`src/rtl/morse_keyer.sv`:
```
// Morse keyer: plays a packed dot/dash/gap bitstream as a timed on/off key signal.
// Token coding read LSB-first: 0 = dot, 10 = dash, 11 = gap token.
module morse_keyer #(
  parameter int unsigned OUT_MAX_BITS = 256,
  parameter int unsigned UNIT_CYCLES  = 1000
) (
  input  logic                    clk,
  input  logic                    rst_n,
  input  logic                    start,
  input  logic                    abort,
  input  logic [OUT_MAX_BITS-1:0] bitstream,
  input  logic [8:0]              bitlen,
  output logic                    busy,
  output logic                    done,
  output logic                    key_out,
  output logic [8:0]              token_count
);

  localparam int unsigned CntW = $clog2(3 * UNIT_CYCLES);
  localparam int unsigned PtrW = ($clog2(OUT_MAX_BITS + 2) > 10) ? $clog2(OUT_MAX_BITS + 2) : 10;

  localparam logic [CntW-1:0] OneUnit   = CntW'(UNIT_CYCLES - 1);
  localparam logic [CntW-1:0] TwoUnit   = CntW'(2 * UNIT_CYCLES - 1);
  localparam logic [CntW-1:0] ThreeUnit = CntW'(3 * UNIT_CYCLES - 1);
  localparam logic [PtrW-1:0] MaxLen    = PtrW'(OUT_MAX_BITS);

  typedef enum logic [2:0] {StIdle, StParse, StOn, StOff, StDone} state_e;

  state_e                  state_q;
  logic [OUT_MAX_BITS-1:0] bits_q;
  logic [PtrW-1:0]         len_q;
  logic [PtrW-1:0]         ptr_q;
  logic [CntW-1:0]         cnt_q;

  logic [1:0]      pair;
  logic [PtrW-1:0] ptr_p1;
  logic [PtrW-1:0] bitlen_ext;
  logic            has_next;

  // The two stream bits at the read pointer; the second is only trusted when has_next.
  assign pair       = 2'(bits_q >> ptr_q);
  assign ptr_p1     = ptr_q + PtrW'(1);
  assign has_next   = ptr_p1 < len_q;
  assign bitlen_ext = PtrW'(bitlen);

  always_ff @(posedge clk or negedge rst_n) begin
    if (!rst_n) begin
      state_q     <= StIdle;
      bits_q      <= '0;
      len_q       <= '0;
      ptr_q       <= '0;
      cnt_q       <= '0;
      busy        <= 1'b0;
      done        <= 1'b0;
      key_out     <= 1'b0;
      token_count <= '0;
    end else if (abort && (state_q != StIdle)) begin
      state_q <= StIdle;
      busy    <= 1'b0;
      done    <= 1'b0;
      key_out <= 1'b0;
    end else begin
      done <= 1'b0;
      case (state_q)
        StIdle: begin
          key_out <= 1'b0;
          if (start) begin
            bits_q      <= bitstream;
            len_q       <= (bitlen_ext > MaxLen) ? MaxLen : bitlen_ext;
            ptr_q       <= '0;
            token_count <= '0;
            busy        <= 1'b1;
            state_q     <= StParse;
          end
        end
        StParse: begin
          if (ptr_q >= len_q) begin
            busy    <= 1'b0;
            done    <= 1'b1;
            state_q <= StDone;
          end else if (!pair[0]) begin
            ptr_q       <= ptr_q + PtrW'(1);
            token_count <= token_count + 9'd1;
            cnt_q       <= OneUnit;
            key_out     <= 1'b1;
            state_q     <= StOn;
          end else if (!has_next) begin
            // A lone trailing 1 is an incomplete token and is dropped.
            busy    <= 1'b0;
            done    <= 1'b1;
            state_q <= StDone;
          end else if (!pair[1]) begin
            ptr_q       <= ptr_q + PtrW'(2);
            token_count <= token_count + 9'd1;
            cnt_q       <= ThreeUnit;
            key_out     <= 1'b1;
            state_q     <= StOn;
          end else begin
            ptr_q       <= ptr_q + PtrW'(2);
            token_count <= token_count + 9'd1;
            cnt_q       <= TwoUnit;
            state_q     <= StOff;
          end
        end
        StOn: begin
          if (cnt_q == '0) begin
            // Every keyed element is followed by exactly one silent unit.
            key_out <= 1'b0;
            cnt_q   <= OneUnit;
            state_q <= StOff;
          end else begin
            cnt_q <= cnt_q - CntW'(1);
          end
        end
        StOff: begin
          if (cnt_q == '0) begin
            state_q <= StParse;
          end else begin
            cnt_q <= cnt_q - CntW'(1);
          end
        end
        StDone: begin
          key_out <= 1'b0;
          state_q <= StIdle;
        end
        default: begin
          key_out <= 1'b0;
          busy    <= 1'b0;
          state_q <= StIdle;
        end
      endcase
    end
  end

endmodule

```
`config.mk`:
```
export PLATFORM = sky130hd
export DESIGN_NAME = morse_keyer
export DESIGN_NICKNAME = d
export VERILOG_FILES = /design/src/rtl/morse_keyer.sv
export SDC_FILE = /design/constraint.sdc
export NUM_CORES = 1
export LEC_CHECK = 0
export BUFFER_PORTS_ARGS = -buffer_cell sky130_fd_sc_hd__buf_2
export CAP_MARGIN = 25
export CORE_ASPECT_RATIO = 2
export CORE_MARGIN = 2
export CORE_UTILIZATION = 30
export DETAILED_ROUTE_END_ITERATION = 6
export GPL_ROUTABILITY_DRIVEN = 0
export GPL_TIMING_DRIVEN = 0
export PLACE_DENSITY = 0.56
export SLEW_MARGIN = 20
export SYNTH_ARGS = -nofsm -noshare
export SYNTH_HDL_FRONTEND = slang
export SYNTH_SLANG_ARGS = --single-unit
```
`constraint.sdc`:
```
create_clock -name clk -period 4.78 [get_ports clk]
set_input_delay 0.239 -clock clk [delete_from_list [all_inputs] [get_ports clk]]
set_output_delay 0.239 -clock clk [all_outputs]
set_load 0.02 [all_outputs]
```
* After elaboration in Yosys (flattened, before gate mapping) *
Index checks and enable logic that the tools add are counted.

operators by class
  $add $sub $neg = 4
  $mul = 0
  div/mod/pow operators = 0
  magnitude comparators = 3
  eq/ne operators = 18
  shift operators = 1
  muxes and demuxes = 45
  bitwise operators = 1
  reductions and logical operators = 13

operators by type and width
  cell                   number
  $shr 256x10->2         1
  $mux 12                6
  $mux 9                 5
  $mux 10                4
  $pmux 12 s3            1
  $mux 3                 7
  $pmux 10 s2            1
  $pmux 9 s2             1
  $mux 1                 17
  $ne 4x4->1 const B     4
  $ne 3x3->1 const B     5
  $reduce_and 5->1       3
  $logic_not 12->1       1
  $pmux 3 s4             1
  $sub 12x1->12 const B  1
  $add 10x1->10 const B  1
  $add 10x2->10 const B  1
  $ge 10x10->1           1
  $lt 10x10->1           1
  $add 9x1->9 const B    1
  $gt 9x9->1 const B     1
  $ne 2x2->1 const B     4
  $eq 3x2->1 const B     2
  $pmux 1 s3             2
  other kinds (11)       13

word-level totals
  bits in registers = 303
  bits in latches = 0
  bits in writable memories = 0
  ROM bits = 0
  input bits = 269
  output and inout bits = 12
  word-level logic and storage cells = 94
  memories kept = 0

* Longest topological paths before layout *
  depth after elaboration = 7
  mapped depth = 18
  gate-level depth less buffers = 13

* Worst setup path after synthesis *
OpenSTA, ideal clock, no wires.

  path kind = register to register
  start = register ptr_q[0]
  end = register token_count[4]
  setup time = 77 ps
  data arrival time = 3877 ps
  data required time = 4703 ps
  setup slack = 826 ps
  stages on the path, launching flop included = 18
  buffers on the path = 7
  clock period less this slack = 3954 ps
  cell sequence = dfrtp_1 buf_6 buf_6 buf_4 buf_4 buf_2 buf_2 nand2_1 xnor2_1 ha_1 o21a_1 o211ai_1 a21oi_1 a2111oi_0 nor3_2 buf_6 or4_1 a21oi_1

on the way
  longest elaborated chain between the ends = 4
  elaborated cells on any way between the ends = 10
  those cells by class = add/sub (1); order compare (2); eq/ne (2); shift (1); mux (3); reduce/logical (1)

RTL lines
  what                                                             line    RTL
  start, declared                                                  32      logic [PtrW-1:0] ptr_q;
  start signal, assigned                                           82      ptr_q <= ptr_q + PtrW'(1);
  start signal, assigned                                           93      ptr_q <= ptr_q + PtrW'(2);
  start signal, assigned                                           99      ptr_q <= ptr_q + PtrW'(2);
  $add 10x1->10 / $shr 256x10->2 (equally long branches)           42, 41
  $lt 10x10->1 / $mux 9 (equally long branches)                    43, 81
  $ne 3x3->1 (no line) / $mux 9 (equally long branches)            --
  $reduce_and 5->1 (no line) / $pmux 9 s2 (equally long branches)  --
  end signal, assigned                                             83      token_count <= token_count + 9'd1;
  end signal, assigned                                             94      token_count <= token_count + 9'd1;
  end signal, assigned                                             100     token_count <= token_count + 9'd1;
  end, declared                                                    16      output logic [8:0] token_count

Parallel ways exist; a longest one is shown, timed or not. The select of a mux whose other input is x is not followed.
A chain may end at the register's enable or synchronous reset.

* Worst setup path after layout *
  start = register ptr_q[1]
  end = register state_q[0]

on the way
  longest elaborated chain between the ends = 7
  elaborated cells on any way between the ends = 10
  those cells by class = add/sub (1); order compare (2); shift (1); mux (6)

RTL lines
  what                                                    line    RTL
  $add 10x1->10 / $shr 256x10->2 (equally long branches)  42, 41
  $lt 10x10->1 / $mux 1 (equally long branches)           43, 92
  $mux 3                                                  87      end else if (!has_next) begin
  $mux 3                                                  81      end else if (!pair[0]) begin
  $mux 3 *                                                77      if (ptr_q >= len_q) begin
  $pmux 3 s4 *                                            64      case (state_q)
  $mux 3 *                                                57      end else if (abort && (state_q != StIdle)) begin
  end signal, assigned                                    58      state_q <= StIdle;
  end signal, assigned                                    80      state_q <= StDone;
  end signal, assigned                                    86      state_q <= StOn;
  end, declared                                           29      state_e state_q;

Mark *: on every way between the ends. The rest lies on a longest branch, timed or not.

==> flow_metrics.tcl <==
set metrics [dict create \
    top_layer_used "met4" \
    cts.htree.levels 1 \
    setup_violations 0 \
    ys_async_sr_fraction_pct 100 \
    nets 2791 \
    slowest_delay_ns 0.72 \
    cp_cell_sequence "buf_2 > buf_4 > buf_4 > buf_4 > buf_4 > mux4_2 > o22ai_1 > nor4b_2 > a2111oi_0 > or3_1 > a21oi_2 > nand4_1 > a221oi_1" \
    area_growth_pct 36.2 \
    grt_max_degree 90 \
    grt_overflow_total 0 \
    drt_pass1_iterations 6 \
    numCtsBuffers 30 \
    drv_cap 0 \
    wl_met2_mm 33.1 \
    antenna_found_initial 0 \
    io_pins 281 \
    tightest_slew_ns 1.08 \
    port_buffers 279 \
    cts-root-buf "clkbuf_16" \
    clk_pin_slew_worst_paths_ns 0.07 \
    vias 17100 \
    cp_max_fo 10 \
    routed_wl_mm 72.2 \
    dp_hpwl_mm 52.5 \
    final_util_pct 41.1 \
    insertion_delay_ns 0.59 \
    design_area_sq_mm 0.0234 \
    grt_use_total_pct 24.1 \
    synth-main-ff-cell "dfrtp_1" \
    wl_met3_mm 5.92 \
    ys_warn_count 0 \
    fillers 5652 \
    post-cts-setup-buffer-count 0 \
    cpMostUsedCell "buf_4" \
    start_util_pct 30.2 \
    switching_share_pct 43.4 \
    ys_seq_area_share_pct 44.1 \
    p_leak_uw 0.0110 \
    final_max_slew_viol_count 0 \
    cts_tree "built" \
    p_per_area_mw_per_mm2 594 \
    rows 124 \
    drtIter0Drc 1649 \
    syn_area_sq_mm 0.0171 \
    synth_edf_count 0 \
    grt_pass1_vias 17400 \
    required_ns 5.27 \
    dpl_cell_area_sq_mm 0.0196 \
    synth_most_common_cell "nand2_1" \
    p_seq_share_pct 34.1 \
    grt_pass1_wl_mm 109 \
    drc 0 \
    cp-end-kind "flop" \
    syn_inst 1920 \
    clock_power_share_pct 18.8 \
    die_h_um 342 \
    cp_data_arrival_time_ns 5.09 \
    drive_gt1_share_pct 19.3 \
    met1Wirelength_mm 29.5 \
    hold_viol 0 \
    hold_path_class "in -> reg" \
    status "complete, no violations" \
    core_area_sq_mm 0.0568 \
    numClockSinks 302 \
    synthTopCellsByCount "nand2_1, dfrtp_1, mux2i_1" \
    fmax_mhz 217 \
    crit_slowest_cell "nor4b_2" \
    fp.dieArea_sq_mm 0.0592 \
    yosys.area.top_type_share_pct 44.1 \
    final_antenna_net_count 0 \
    finalClockSkew_ns 0.0171 \
    syn_area_per_cell_sq_um 8.93 \
    post-route-period-util_pct 96.3 \
    start_kind "flop" \
    syn-num-nets 2212 \
    internal-power_uw 7870 \
    routedWlPerCell_um 22.0 \
    comb_power_share_pct 47.1 \
    finalCriticalPeriod_ns 4.60 \
    p_switching_uw 6020 \
    fp.dieW_um 173 \
    routed_via_density 5.23 \
    ys_types 74 \
    slew_headroom_pct 28.3 \
    timing.hold.ws_ns 0.0840 \
    cts_buffer_depth 3 \
    yosysTopAreaCell "dfrtp_1" \
    critPathKind "reg -> reg" \
    yosys_register_bits 302 \
    ys_top_cells_by_area "dfrtp_1, nand2_1, mux4_2, mux2i_1, clkbuf_1" \
    n_antenna_cell 0 \
    peakVddDrop_mv 0.273 \
]
-- logic make-up after synthesis --
group | synth area share [%]
and+or+nand+nor | 23.8
DFF | 44.1
AOI/OAI and AO/OA | 9.18
muxes | 16.2
buffers and inverters | 4.41
adders and majority gates | 1.68
xor gates and xnor gates | 0.613
-- critical path: cells and delay by family, from the launching register on --
family                 cells  cell delay, ns
buffers and inverters      5            1.59
AND/OR/NAND/NOR            3            1.32
AO/OA/AOI/OAI              4            0.90
flip-flops                 1            0.41
multiplexers               1            0.24
-- worst paths after layout --
kind,cells past startpoint,from,slack (ns),to
worst min register to register,2,bits_q[219],0.48,bits_q[219]
min in group asynchronous,2,rst_n,0.26,bits_q[88]
max in group asynchronous,4,rst_n,3.38,bits_q[16]
worst max register to register,13,ptr_q[1],0.18,state_q[0]
worst max-delay path,13,ptr_q[1],0.18,state_q[0]
worst min-delay path,2,abort,0.08,key_out
-- repair_timing --
action | 4_1_cts | 5_1_grt
hold buffers | 266 | 0
hold endpoints to repair | 343 | 0
gates resized for setup | 5 | 12
setup endpoints to repair | 23 | 24
cloned | 0 | 0
-- power by group through the flow --
stage / clock network [uW] / registers, uW / logic, uW
6_report: 2610 / 4740 / 6550
5_1_grt: 2740 / 4850 / 7100
3_3_place_gp: 0 / 4710 / 6120
4_1_cts: 2640 / 4710 / 6400
3_5_place_dp: 0 / 4740 / 6200
2_1_floorplan: 0 / 4310 / 4330
-- area by class of cell --
cell class              instances  area, sq um  share of cell area [%]
multi-input cells            1454         8870                    38.0
flip-flops and latches        302         7560                    32.3
repair buffers                549         4160                    17.8
well taps                     756          946                    4.05
clock buffers                  39          846                    3.62
plain buffers                 133          657                    2.81
clock inverters                16          219                   0.937
inverters                      29          109                   0.466
-- placed cells by master (no fill, tap or decap), types with 15 or more instances in the layout --
master / count
o22ai_1: 38
mux2i_1: 108
inv_1: 27
nand2_1: 825
mux2_2: 15
nor3_1: 24
dfrtp_1: 302
nor2_1: 37
o221ai_1: 17
ha_1: 23
clkbuf_16: 31
nand3_1: 32
buf_4: 21
mux4_2: 68
o21ai_0: 34
clkbuf_1: 88
buf_2: 290
a21oi_1: 31
dlygate4sd3_1: 266
-- flip-flops by register name, summed over array words and instances (netlist names) --
register	flops
busy	1
token_count	9
ptr_q	10
bits_q	256
key_out	1
state_q	3
done	1
len_q	9
cnt_q	12
-- stage by stage --
step           setup TNS, ns  power [uW]  worst slack (ns)  cells
6_report                   0       13900             0.179   3278
5_1_grt              -0.0291       14700           -0.0291   3278
4_1_cts                    0       13800            0.0284   3278
3_5_place_dp           -7.60       10900            -0.505   2958
3_3_place_gp         -747.31       10800             -2.47   2955
2_1_floorplan              0        8640             0.826   1920
-- layer usage --
layer | track usage (%) | vias to the layer above
met5 | 0 | -
li1 | - | 7733
met3 | 4.21 | 222
met1 | 31.1 | 8292
met4 | 10.6 | 0
met2 | 39.8 | 898
Note: power is estimated with default switching activity, not from simulation.
